## config.mk

```make
export PLATFORM = sky130hd
export DESIGN_NAME = fetch_queue
export DESIGN_NICKNAME = d
export VERILOG_FILES = /design/src/rtl/fetch_queue.sv
export SDC_FILE = /design/constraint.sdc
export NUM_CORES = 1
export LEC_CHECK = 0
export BUFFER_PORTS_ARGS = -buffer_cell sky130_fd_sc_hd__buf_2
export CORE_MARGIN = 3
export CORE_UTILIZATION = 45
export DETAILED_ROUTE_END_ITERATION = 10
export PLACE_DENSITY = 0.68
export SYNTH_ARGS = -nofsm -noshare
export SYNTH_HDL_FRONTEND = slang
export SYNTH_SLANG_ARGS = --single-unit
```

## constraint.sdc

```tcl
create_clock -name clk -period 3.4 [get_ports clk]
set_input_delay 0.68 -clock clk [delete_from_list [all_inputs] [get_ports clk]]
set_output_delay 0.68 -clock clk [all_outputs]
set_load 0.005 [all_outputs]
```

## src/rtl/fetch_queue.sv

```systemverilog
// fetch_queue: PC generator plus DEPTH-entry instruction queue
// feeding the IF/ID boundary, with redirect flush and wait states.
module fetch_queue #(
  parameter int                DATA_W   = 32,
  parameter int                DEPTH    = 4,
  parameter logic [DATA_W-1:0] RESET_PC = '0
) (
  input  logic                         clk,
  input  logic                         rst,
  output logic [DATA_W-1:0]            inst_adr,
  output logic                         inst_req,
  input  logic [DATA_W-1:0]            inst,
  input  logic                         inst_valid,
  input  logic                         redirect,
  input  logic [DATA_W-1:0]            redirect_adr,
  input  logic                         IFID_Ld,
  output logic [DATA_W-1:0]            IFIDinst_out,
  output logic [DATA_W-1:0]            IFIDadder1_out,
  output logic                         IFID_valid,
  output logic [$clog2(DEPTH+1)-1:0]   count
);

  localparam int PW = $clog2(DEPTH);
  localparam int CW = $clog2(DEPTH+1);

  logic [DATA_W-1:0]   pc_q, pc_d;
  logic [PW-1:0]       rd_ptr_q, rd_ptr_d;
  logic [PW-1:0]       wr_ptr_q, wr_ptr_d;
  logic [CW-1:0]       count_q, count_d;
  logic [2*DATA_W-1:0] mem_q [DEPTH];
  logic [2*DATA_W-1:0] head;
  logic [DATA_W-1:0]   pc4;
  logic [DATA_W-1:0]   tgt;
  logic                full, valid;
  logic                pop, push;
  logic                unused_adr;

  // Low target bits are forced to word alignment.
  assign unused_adr = ^redirect_adr[1:0];
  assign tgt = {redirect_adr[DATA_W-1:2], 2'b00};

  assign full  = (count_q == CW'(DEPTH));
  assign valid = (count_q != '0);
  assign pc4   = pc_q + DATA_W'(4);

  // A full queue still accepts a word when the head leaves.
  assign pop      = IFID_Ld & valid & ~redirect;
  assign inst_req = ~redirect & (~full | pop);
  assign push     = inst_req & inst_valid;

  assign head           = mem_q[rd_ptr_q];
  assign IFIDinst_out   = head[2*DATA_W-1:DATA_W]
                          & {DATA_W{valid}};
  assign IFIDadder1_out = head[DATA_W-1:0]
                          & {DATA_W{valid}};
  assign IFID_valid     = valid;
  assign inst_adr       = pc_q;
  assign count          = count_q;

  // Next PC, pointers and occupancy; reset beats redirect.
  always_comb begin
    pc_d     = pc_q;
    rd_ptr_d = rd_ptr_q;
    wr_ptr_d = wr_ptr_q;
    count_d  = count_q;
    if (rst) begin
      pc_d     = RESET_PC;
      rd_ptr_d = '0;
      wr_ptr_d = '0;
      count_d  = '0;
    end else if (redirect) begin
      pc_d     = tgt;
      rd_ptr_d = '0;
      wr_ptr_d = '0;
      count_d  = '0;
    end else begin
      if (push) begin
        pc_d     = pc4;
        wr_ptr_d = wr_ptr_q + PW'(1);
      end
      if (pop) begin
        rd_ptr_d = rd_ptr_q + PW'(1);
      end
      count_d = count_q + CW'(push) - CW'(pop);
    end
  end

  // State register.
  always_ff @(posedge clk) begin
    pc_q     <= pc_d;
    rd_ptr_q <= rd_ptr_d;
    wr_ptr_q <= wr_ptr_d;
    count_q  <= count_d;
  end

  // Queue storage; contents are masked while empty, so no reset.
  always_ff @(posedge clk) begin
    if (!rst && push) begin
      mem_q[wr_ptr_q] <= {inst, pc4};
    end
  end

endmodule

```

After elaboration in Yosys (flattened, before gate mapping)
Memories as Yosys holds them, arrays and structs flattened. A register that Yosys moved wholly into a read port is not among the register bits.
Index checks and enable logic that the tools add are counted.
- $add $sub $neg: 5
- equality and inequality tests: 1
- multiplexer cells: 6
- bitwise gates (word level): 9
- reduce and logical (&&, ||, !) cells: 5
- operators by type and width (operator ; number):
    32-bit bitwise AND ; 2
    32-bit two-way mux ; 2
    32-bit by 3-bit adder with 32-bit output, second input constant ; 1
    2-bit by 1-bit adder with 2-bit output, second input constant ; 2
    1-bit bitwise AND ; 4
    2-bit two-way mux ; 2
    3-bit by 1-bit adder with 3-bit output ; 1
    3-bit == test, second input constant ; 1
    3-bit nonzero test ; 1
    3-bit by 1-bit subtractor with 3-bit output ; 1
    1-bit two-way mux ; 2
    1-bit inverter ; 2
    2-bit nonzero test ; 1
    2-bit OR reduction ; 1
    1-bit logical AND ; 1
    1-bit zero test ; 1
    1-bit bitwise OR ; 1
- register bits after elaboration: 39
- RAM bits: 256
- input bits: 69
- output and inout port bits: 101
- word-level logic and storage cells: 32
- memories: 1
- memory list (memory ; words ; bits a word ; read ports ; clocked after memory_dff ; write ports ; line ; RTL):
    mem_q ; 4 ; 64 ; 1 ; 1 ; 1 ; 30 ; logic [2*DATA_W-1:0] mem_q [DEPTH];

Logic depth before layout (Yosys ltp)
Gate-level depths: netlist of the first run.
- depth after elaboration: 9
- gate-level depth with buffers: 12
- mapped depth without buffers: 11

Worst setup path after synthesis of the first run
Ideal clock, no wire load.
- kind: input -> register
- start point: input port IFID_Ld
- end point: memory mem_q[0][10] in the netlist's numbering (enable)
- arrival: 3040 ps
- data required time: 2973 ps
- path slack: -67 ps
- stages: 5
- buffers on the path: 2
- cell sequence: or4b_2 > clkbuf_1 > and2_1 > clkbuf_1 > and3_1
- word-level cells in the longest chain between the ends: 8
- RTL lines (what ; line ; RTL):
    start, declared ; 16 ; input logic IFID_Ld,
    1-bit bitwise AND (2 in series) ; 47 ; assign pop = IFID_Ld & valid & ~redirect;
    1-bit bitwise OR ; 48 ; assign inst_req = ~redirect & (~full | pop);
    1-bit bitwise AND ; 48 ;
    1-bit bitwise AND ; 49 ; assign push = inst_req & inst_valid;
    1-bit logical AND ; 98 ; if (!rst && push) begin
    1-bit two-way mux ; 98 ;
    1-bit two-way mux (not written as such) ; 99 ; mem_q[wr_ptr_q] <= {inst, pc4};
    end, declared ; 30 ;
Every way passes these cells.

==> results of run 1 <==
[cell type report]
class                      instances  area share [%]
multi-input combinational        375           23.99
inverter                          13          0.3417
timing repair buffer             185           7.832
clock buffer                      39           5.852
clock inverter                    16           1.428
sequential                       287           57.66
tap                              330           2.891
[metal layers]
| metal | global-route usage (%) | vias up |
|---|---|---|
| met5 | 0 | - |
| met4 | 4.091 | 0 |
| met3 | 3.592 | 35 |
| met2 | 26.68 | 254 |
| met1 | 27.12 | 3359 |
| li1 | - | 3104 |
[logic make-up (layout without fill, tap and decap cells)]
family,count (synthesis),after routing,share of synthesized area (%)
fa+ha+maj,8,8,0.9071
xor+xnor,51,51,3.766
buf+inv,58,253,2.046
mux,62,62,11.77
other cells,1,4,0.03162
simple gates,207,207,9.525
flops,287,287,69.37
compound gates,43,43,2.584
[final timing paths]
path | start | end | slack [ns] | cells past startpoint
max reg2reg | count[1]$_SDFF_PP0_ | count[2]$_SDFF_PP0_ | 0.67 | 11
min reg2reg | wr_ptr_q[1]$_SDFFE_PP0P_ | wr_ptr_q[1]$_SDFFE_PP0P_ | 0.49 | 2
max | register | IFIDinst_out[31] | 0.37 | 4
min | inst[10] | mem_q[2][42]$_DFFE_PP_ | 0.36 | 1
[synthesized netlist by cell type, types with 6 or more instances]
library cell / number
mux4_2: 62
ha_1: 7
a211oi_1: 13
nor2_1: 36
edfxtp_1: 248
xor2_1: 16
and2_1: 6
nor3_1: 12
buf_2: 8
inv_1: 12
a21oi_1: 7
nand4_1: 9
nor4_1: 7
nand2_1: 34
xnor2_1: 35
and3_1: 8
nor2b_1: 63
dfxtp_1: 39
nand3_1: 13
clkbuf_1: 28
[through the flow]
| step | instances | cell area, sq um | hold slack (ns) | total power (uW) |
|---|---|---|---|---|
| final | 1245 | 14280 | 0.3557 | 7725 |
| after global routing | 1245 | 14280 | 0.3373 | 7995 |
| after CTS | 1245 | 14280 | 0.3267 | 7797 |
| after detailed placement | 1190 | 13240 | 0.4897 | 4411 |
| after global placement | 1190 | 13240 | 0.4847 | 4403 |
| after floorplan | 720 | 11880 | 0.4692 | 4209 |
[placed cells by master (no fill, tap or decap), types with 2 or more instances in the layout]
cell type	netlist	routed
edfxtp_1	248	248
buf_2	8	163
nor2b_1	63	63
mux4_2	62	62
dfxtp_1	39	37
nor2_1	36	36
xnor2_1	35	35
nand2_1	34	34
clkbuf_16	0	31
xor2_1	16	16
nand3_1	13	13
a211oi_1	13	13
inv_1	12	12
nor3_1	12	11
buf_12	0	11
buf_4	4	11
nand4_1	9	9
nor4_1	7	7
a21oi_1	7	7
ha_1	7	7
and2_1	6	6
a31oi_1	5	5
bufinv_16	0	5
clkinv_2	0	5
clkbuf_1	28	5
or3_1	4	4
and3_1	8	4
and3_4	0	4
or4_1	4	4
o2bb2ai_1	4	4
conb_1	1	4
clkinv_1	0	4
a311oi_1	3	3
o21ai_0	3	3
clkbuf_8	0	3
and4_1	2	2
a22oi_1	2	2
dfxtp_4	0	2
[flip-flops by register name, summed over array words and instances, names as in the netlist, named ones only]
register	count
mem_q	248
inst_adr	30
count	3
rd_ptr_q	2
wr_ptr_q	2
[worst max-delay path: cells and delay by family (launching register included)]
kind / cells / cell delay [ns]
muxes: 1 / 0.52
and+or+nand+nor: 1 / 0.16
DFF: 1 / 0.66
buffers and inverters: 2 / 0.44
[power breakdown]
group / leakage, uW / internal, uW / switching (uW) / total [uW]
registers: 0.00259 / 3890 / 57.3 / 3950
logic: 0.00189 / 169 / 217 / 386
clock network: 0.000511 / 2100 / 1290 / 3390
total: 0.00499 / 6160 / 1570 / 7730
==> impl_metrics.py, run 1 <==
metrics = {
    "clock_network": {
        "clockBufferDepth": 3,
        "htreeDepth": 1,
        "cts_tree": "done",
        "cts_buffers": 30,
        "clkSlewWorstSetupHoldPaths_ns": 0.06,
        "postCtsHoldBufs": 0,
        "clock-sinks": 287,
        "cts-root-buf": "clkbuf_16",
        "postCtsSetupRepairBufs": 0,
        "cts_resized": 0,
        "clk_latency_ns": 0.55,
    },
    "synthesis": {
        "yosys.area.top_type": "edfxtp_1",
        "yosys_warnings": 0,
        "synth_top_area_share_pct": 62.78,
        "synth-seq-cells": 287,
        "async_reset_ff_share_pct": 0,
        "synth_seq_area_share_pct": 69.37,
        "synth-edff-count": 248,
        "syn_inst": 717,
        "synthTopCellsByArea": "edfxtp_1 63%, mux4_2 12%, dfxtp_1 6.6%, nor2b_1 3.3%, xnor2_1 2.6%",
        "avgSynthCellArea_sq_um": 16.54,
        "synth_cell_types": 48,
        "netlist_area_sq_um": 11860,
        "synth_ff_type": "edfxtp_1",
    },
    "setup_path": {
        "endpoint_kind": "output port",
        "worst-setup-path-type": "register to output port",
        "worst_path_max_delay_cell": "dfxtp_4",
        "worstPathRequired_ns": 2.72,
        "crit_fanout": 24,
        "worst_ep_arrival_time_ns": 2.35,
        "worstPathCellList": "buf_12, mux4_2, nor2b_1, buf_2",
        "max_stage_delay_ns": 0.66,
        "cp-start-kind": "register",
    },
    "route": {
        "drt_iter0_drc": 605,
        "wl_per_cell_um": 20.20,
        "drt-met1-wl_mm": 11.60,
        "drc_errors": 0,
        "drtPass1Iterations": 4,
        "routed.top_layer": "met4",
        "vias_per_cell": 5.423,
        "dr_wl_met3_mm": 1.803,
        "wl_met2_mm": 11.34,
        "routed_wl_mm": 25.15,
        "ant_nets": 0,
        "num_vias": 6752,
    },
    "grt": {
        "first_global_vias": 6817,
        "grt_overflow": 0,
        "grt_max_degree": 64,
        "grt_util_all_layers_pct": 17.78,
        "antenna_found_initial": 0,
        "grt_first_pass_wirelength_mm": 39.72,
    },
    "floorplanning": {
        "die-area_sq_um": 28340,
        "pin_count": 170,
        "num_rows": 58,
        "start_util_pct": 46.43,
        "dieWidth_um": 168.4,
        "core-area_sq_um": 25540,
        "fp.dieH_um": 168.4,
    },
    "final_layout": {
        "finalNetCount": 969,
        "num-fill-cells": 2076,
        "multi_input_area_sq_um": 3427,
        "finalCoreUtilization_pct": 55.91,
        "seq_area_sq_um": 8235,
        "drive_gt1_share_pct": 33.44,
        "syn_to_final_growth_pct": 20.41,
        "diodes": 0,
    },
    "sta": {
        "timing.final.ws_setup_ns": 0.3739,
        "worst_slew_pin_slew_ns": 0.5291,
        "slew_headroom_pct": 64.60,
        "rsz0062_at_grt": "false",
        "min_period_over_period_pct": 89.00,
        "finalCriticalPeriod_ns": 3.026,
        "slew_violations": 0,
        "report.final.hold_viol_count": 0,
        "finalSetupViolCount": 0,
        "fmax_mhz": 330.5,
        "finClkSkew_ns": 0.01377,
        "tns_ns": 0,
    },
    "placed_design": {
        "gp_congestion": 0.8276,
        "dp_hpwl_mm": 16.21,
        "place_ws_ns": 0.3308,
        "portBuffers": 163,
    },
    "power_and_ir_drop": {
        "ir_worst_vdd_uv": 318.9,
        "leakagePower_uw": 0.004986,
        "p_per_area_nw_per_um2": 540.9,
    },
    "run": {
        "cap_violations": 0,
    },
    "min_path": {
        "hold_path_class": "primary input to register",
    },
    "outcome": {
        "run_status": "finished, final reports clean",
    },
}
Power figures use the tool's default switching activity.
==> inputs of run 2 (changes only) <==
--- a/config.mk
+++ b/config.mk
@@ -6,7 +6,7 @@
 export NUM_CORES = 1
 export LEC_CHECK = 0
 export BUFFER_PORTS_ARGS = -buffer_cell sky130_fd_sc_hd__buf_2
-export CORE_MARGIN = 3
+export CORE_MARGIN = 8
 export CORE_UTILIZATION = 45
 export DETAILED_ROUTE_END_ITERATION = 10
 export PLACE_DENSITY = 0.68
==> impl_metrics.py, run 2 (synthesized netlist as in run 1, its figures left out) <==
metrics = {
    "final_layout": {
        "drive_gt1_share_pct": 33.84,
        "diodes": 0,
        "top_register": "mem_q",
        "largest_reg_flops": 248,
        "finalNetCount": 968,
        "final_common_cell": "edfxtp_1",
        "syn_to_final_growth_pct": 20.31,
        "final_cell_mix": "248 x edfxtp_1, 163 x buf_2, 63 x nor2b_1",
    },
    "clock_network": {
        "postCtsSetupRepairBufs": 0,
        "clk_latency_ns": 0.55,
        "clkSlewWorstSetupHoldPaths_ns": 0.06,
        "postCtsHoldBufs": 0,
        "htreeDepth": 1,
        "cts-root-buf": "clkbuf_16",
        "cts_tree": "done",
        "clock-sinks": 287,
        "cts_buffers": 30,
        "clockBufferDepth": 3,
        "cts_resized": 0,
    },
    "sta": {
        "report.final.hold_viol_count": 0,
        "slew_violations": 0,
        "tns_ns": 0,
        "rsz0062_at_grt": "false",
        "fmax_mhz": 340.4,
        "finalSetupViolCount": 0,
        "timing.final.ws_setup_ns": 0.4622,
        "worst_slew_pin_slew_ns": 0.7696,
        "finClkSkew_ns": 0.01464,
        "whs_ns": 0.3487,
        "min_period_over_period_pct": 86.41,
        "finalCriticalPeriod_ns": 2.938,
        "slew_headroom_pct": 48.69,
    },
    "outcome": {
        "run_status": "finished, final reports clean",
    },
    "setup_path": {
        "r2r_slack_ns": 0.67,
        "worst-setup-path-type": "register to output port",
        "reg2reg_depth": 11,
        "cp-start-kind": "register",
        "worst_ep_arrival_time_ns": 2.26,
        "worst_r2r_endpoint": "count[2]$_SDFF_PP0_",
        "crit_fanout": 30,
        "endpoint_kind": "output port",
        "worstPathRequired_ns": 2.72,
        "timing.rr.start": "count[1]$_SDFF_PP0_",
    },
    "route": {
        "ant_nets": 0,
        "wl_per_cell_um": 21.06,
        "drt_iter0_drc": 400,
        "routed_wl_mm": 26.28,
        "drtPass1Iterations": 5,
        "vias_per_cell": 5.329,
        "num_vias": 6650,
        "drc_errors": 0,
    },
    "power_and_ir_drop": {
        "ir_worst_vdd_uv": 356.4,
        "p_per_area_nw_per_um2": 543.4,
        "leakagePower_uw": 0.004968,
        "totalPowerFinal_uw": 7754,
    },
    "placed_design": {
        "place_ws_ns": 0.3067,
        "gp_congestion": 0.8248,
        "portBuffers": 163,
        "dp_hpwl_mm": 17.54,
    },
    "floorplanning": {
        "fp.dieH_um": 178.4,
        "start_util_pct": 45.65,
        "die-area_sq_um": 31810,
        "pin_count": 170,
        "num_rows": 59,
        "dieWidth_um": 178.4,
        "core-area_sq_um": 25980,
    },
    "run": {
        "cap_violations": 0,
    },
    "min_path": {
        "whs_endpoint": "mem_q[2][50]$_DFFE_PP_",
        "hold_path_depth": 1,
        "hold_start": "inst[18]",
        "hold_path_class": "primary input to register",
    },
    "grt": {
        "grt_first_pass_wirelength_mm": 40.19,
        "antenna_found_initial": 0,
        "grt_overflow": 0,
        "grt_max_degree": 64,
        "first_global_vias": 6984,
        "grt_util_all_layers_pct": 16.41,
    },
}
-- run 2: cell count changes in the layout (fill, tap and decap cells not counted) --
cell	change
buf_12	-2
buf_4	+1
clkbuf_1	-3
clkinv_1	-2
clkinvlp_2	-1
clkinvlp_4	+5
-- run 2: worst max path at each step --
stage / end / slack (ns) / cells past startpoint
after CTS: IFIDadder1_out[28] / 0.38 / 4
after floorplan: count[2]$_SDFF_PP0_ / 0.40 / 12
after detailed placement: count[2]$_SDFF_PP0_ / 0.31 / 12
after global routing: IFIDinst_out[14] / 0.30 / 4
after global placement: count[2]$_SDFF_PP0_ / 0.33 / 12
final: IFIDadder1_out[28] / 0.46 / 4
-- run 2: cell type report --
class / instances / area (sq um)
clock inverters: 18 / 229.0
multi-input cells: 375 / 3427
flip-flops and latches: 287 / 8235
clock buffers: 36 / 824.5
repair buffers: 184 / 1086
well taps: 335 / 419.2
inverters: 13 / 48.80
fillers: 2118 / 11720
-- run 2: worst max-delay path, stage by stage, from the launching register on --
cell     delay (ns)
dfxtp_4        0.50
buf_12         0.31
mux4_2         0.55
nor2b_1        0.16
buf_2          0.17
-- run 2: per-layer routing --
metal / share of wire [%] / vias up / GRT usage, %
met1: 44 / 3303 / 22.00
met3: 6.4 / 29 / 3.302
met2: 48 / 219 / 27.29
li1: - / 3099 / -
met5: 0 / - / 0
met4: 1.3 / 0 / 3.617
-- run 2: where the power goes --
part | internal (uW) | leakage [uW] | switching (uW) | total (uW)
registers | 3890 | 0.00259 | 56.2 | 3950
clock network | 2100 | 0.000505 | 1320 | 3420
logic | 166 | 0.00188 | 218 | 384
total | 6160 | 0.00497 | 1600 | 7750
-- run 2: per-stage QoR --
step                util [%]  cells  area (sq um)
finish                 54.92   1248         14270
global route           54.92   1248         14270
CTS                    54.92   1248         14270
detailed placement     50.86   1194         13220
global placement       50.86   1194         13220
floorplan                  -    720         11880
==> inputs of run 3 (changes only) <==
--- a/config.mk
+++ b/config.mk
@@ -5,11 +5,12 @@
 export SDC_FILE = /design/constraint.sdc
 export NUM_CORES = 1
 export LEC_CHECK = 0
+export ABC_AREA = 1
 export BUFFER_PORTS_ARGS = -buffer_cell sky130_fd_sc_hd__buf_2
 export CORE_MARGIN = 8
 export CORE_UTILIZATION = 45
 export DETAILED_ROUTE_END_ITERATION = 10
-export PLACE_DENSITY = 0.68
+export PLACE_DENSITY = 0.65
 export SYNTH_ARGS = -nofsm -noshare
 export SYNTH_HDL_FRONTEND = slang
 export SYNTH_SLANG_ARGS = --single-unit
==> constraint.sdc (replaced) <==
create_clock -name clk -period 2.8 [get_ports clk]
set_input_delay 0.56 -clock clk [delete_from_list [all_inputs] [get_ports clk]]
set_output_delay 0.56 -clock clk [all_outputs]
set_load 0.005 [all_outputs]
==> impl_metrics.py, run 3 <==
metrics = {
    "run": {
        "cap_violations": 0,
    },
    "min_path": {
        "hold_path_depth": 1,
        "hold_path_class": "primary input to register",
    },
    "setup_path": {
        "worst_path_max_delay_cell": "dfxtp_1",
        "endpoint_kind": "output port",
        "cp-start-kind": "register",
        "reg2reg_depth": 12,
        "crit_fanout": 63,
        "worstPathRequired_ns": 2.24,
        "worstPathCellList": "nor2_1, inv_1, nor2_4, buf_12, a21oi_1, buf_2",
        "worst_ep_arrival_time_ns": 2.02,
        "max_stage_delay_ns": 0.36,
        "worst-setup-path-type": "register to output port",
    },
    "sta": {
        "slew_violations": 0,
        "whs_ns": 0.2260,
        "finClkSkew_ns": 0.01615,
        "report.final.hold_viol_count": 0,
        "min_period_over_period_pct": 92.29,
        "worst_slew_pin_slew_ns": 0.6758,
        "finalSetupViolCount": 0,
        "rsz0062_at_grt": "false",
        "timing.final.ws_setup_ns": 0.2158,
        "finalCriticalPeriod_ns": 2.584,
        "slew_headroom_pct": 54.84,
        "fmax_mhz": 387.0,
    },
    "route": {
        "drtPass1Iterations": 5,
        "routed_wl_mm": 29.60,
        "drc_errors": 0,
        "vias_per_cell": 5.164,
        "num_vias": 8573,
        "ant_nets": 0,
        "wl_per_cell_um": 17.83,
        "drt_iter0_drc": 649,
    },
    "synthesis": {
        "synth_top_area_share_pct": 61.05,
        "synthTopCellsByArea": "edfxtp_1 61%, nor2_1 8.8%, dfxtp_1 6.4%, o21ai_0 5.4%, nand2_1 4.0%",
        "yosys.area.top_type": "edfxtp_1",
        "yosysMostFrequentCell": "nor2_1",
        "syn_inst": 1131,
        "synth_common_cells": "285 x nor2_1, 248 x edfxtp_1, 132 x o21ai_0",
        "yosys_warnings": 0,
        "avgSynthCellArea_sq_um": 10.79,
        "netlist_area_sq_um": 12200,
        "async_reset_ff_share_pct": 0,
        "synth-seq-cells": 287,
        "synth_ff_type": "edfxtp_1",
        "synth_seq_area_share_pct": 67.45,
        "synth-edff-count": 248,
        "synth_cell_types": 40,
    },
    "clock_network": {
        "cts-root-buf": "clkbuf_16",
        "htreeDepth": 1,
        "clk_latency_ns": 0.55,
        "cts_tree": "done",
        "postCtsHoldBufs": 0,
        "cts_buffers": 31,
        "clkSlewWorstSetupHoldPaths_ns": 0.06,
        "clockBufferDepth": 3,
        "clock-sinks": 287,
    },
    "final_layout": {
        "top_register": "mem_q",
        "num-fill-cells": 2277,
        "fin_cells": 1660,
        "final_cell_mix": "281 x nor2_1, 248 x edfxtp_1, 163 x buf_2",
        "largest_reg_flops": 248,
        "drive_gt1_share_pct": 21.76,
        "final_common_cell": "nor2_1",
        "stdcell_area_sq_um": 14670,
        "diodes": 0,
        "finalCoreUtilization_pct": 54.74,
        "syn_to_final_growth_pct": 20.27,
        "finalNetCount": 1372,
    },
    "grt": {
        "first_global_vias": 8551,
        "antenna_found_initial": 0,
        "grt_max_degree": 103,
        "grt_overflow": 0,
        "grt_first_pass_wirelength_mm": 46.24,
        "grt_util_all_layers_pct": 17.64,
    },
    "placed_design": {
        "portBuffers": 163,
        "gp_congestion": 0.9018,
        "place_area_sq_um": 13530,
        "place_ws_ns": 0.3361,
        "placed_cells": 1602,
        "dp_hpwl_mm": 18.38,
    },
    "floorplanning": {
        "pin_count": 170,
        "num_rows": 60,
        "die-area_sq_um": 32630,
        "dieWidth_um": 180.6,
        "fp.dieH_um": 180.6,
        "core-area_sq_um": 26800,
        "start_util_pct": 45.51,
    },
    "power_and_ir_drop": {
        "cellInternalPower_uw": 7578,
        "ir_worst_vdd_uv": 517.2,
        "p_sw_share_pct": 20.86,
        "power_frac_seq_pct": 49.9,
        "power_frac_comb_pct": 5.1,
        "p_clk_share_pct": 45.0,
        "leakagePower_uw": 0.005566,
        "power.switching_uw": 1997,
        "p_per_area_nw_per_um2": 652.6,
    },
    "outcome": {
        "run_status": "finished, final reports clean",
    },
}
## run 3: cell count changes after synthesis, moves of 15 or more
cell and change:
nor2_1 +249, a22oi_1 +15, mux4_2 -62, nand2_1 +95
xnor2_1 -30, nor2b_1 -63, a21oi_1 +72, inv_1 +30
o21ai_0 +129
## run 3: final cells by class
class | count | area, sq um | share of cell area (%)
Multi-Input combinational cell | 741 | 3573 | 24.36
Timing Repair Buffer | 189 | 1161 | 7.915
Clock inverter | 24 | 321.6 | 2.192
Tap cell | 341 | 426.7 | 2.908
Clock buffer | 33 | 783.3 | 5.339
Sequential cell | 287 | 8233 | 56.12
Inverter | 45 | 171.4 | 1.168
## run 3: worst max-delay path: cells and delay by family, from the launching register on
kind | cells | cell delay, ns
DFF | 1 | 0.36
AOI/OAI and AO/OA | 1 | 0.17
buffers and inverters | 3 | 0.59
and+or+nand+nor | 2 | 0.31
## run 3: power by group through the flow
stage                     registers, uW  logic, uW  clock network, uW
after floorplan                    4860        247                  0
after global placement             4860        486                  0
after detailed placement           4860        494                  0
after CTS                          4770        497               4380
after global routing               4780        551               4540
final                              4770        492               4310
## run 3: path summary, 6_finish.rpt
| path | start | end | slack (ns) |
|---|---|---|---|
| worst max-delay path | count[1]$_SDFF_PP0_ | IFIDadder1_out[15] | 0.22 |
| worst min-delay path | inst[23] | mem_q[2][55]$_DFFE_PP_ | 0.23 |
| worst max register to register | count[1]$_SDFF_PP0_ | count[2]$_SDFF_PP0_ | 0.50 |
| worst min register to register | rd_ptr_q[1]$_SDFFE_PP0N_ | register | 0.46 |
## run 3: repair_timing
action                                  in CTS  in global routing
setup buffers                                0                  0
gates resized for setup                      1                  1
cloned                                       0                  1
endpoints found under the setup margin       1                  2
## run 3: cells by family (layout without fill, tap and decap cells)
group | Yosys count | in the layout | share of synthesized area [%]
AOI/OAI and AO/OA | 244 | 244 | 10.70
other | 1 | 4 | 0.03074
and+or+nand+nor | 468 | 468 | 15.90
adders and majority gates | 8 | 8 | 0.8821
DFF | 287 | 287 | 67.45
xor gates and xnor gates | 17 | 17 | 1.405
buffers and inverters | 106 | 291 | 3.631
## run 3: per-stage QoR
step | power [uW] | setup TNS (ns)
2_1_floorplan | 5103 | -132.17
3_3_place_gp | 5347 | 0
3_5_place_dp | 5357 | 0
4_1_cts | 9647 | 0
5_1_grt | 9872 | 0
6_report | 9575 | 0
## run 3: metal layers
metal,global-route usage [%],up-vias,routed length (um)
met3,3.710,43,1854
met5,0,-,0
met1,22.90,4073,13190
met2,29.40,259,13920
met4,5.159,0,631
li1,-,4198,-
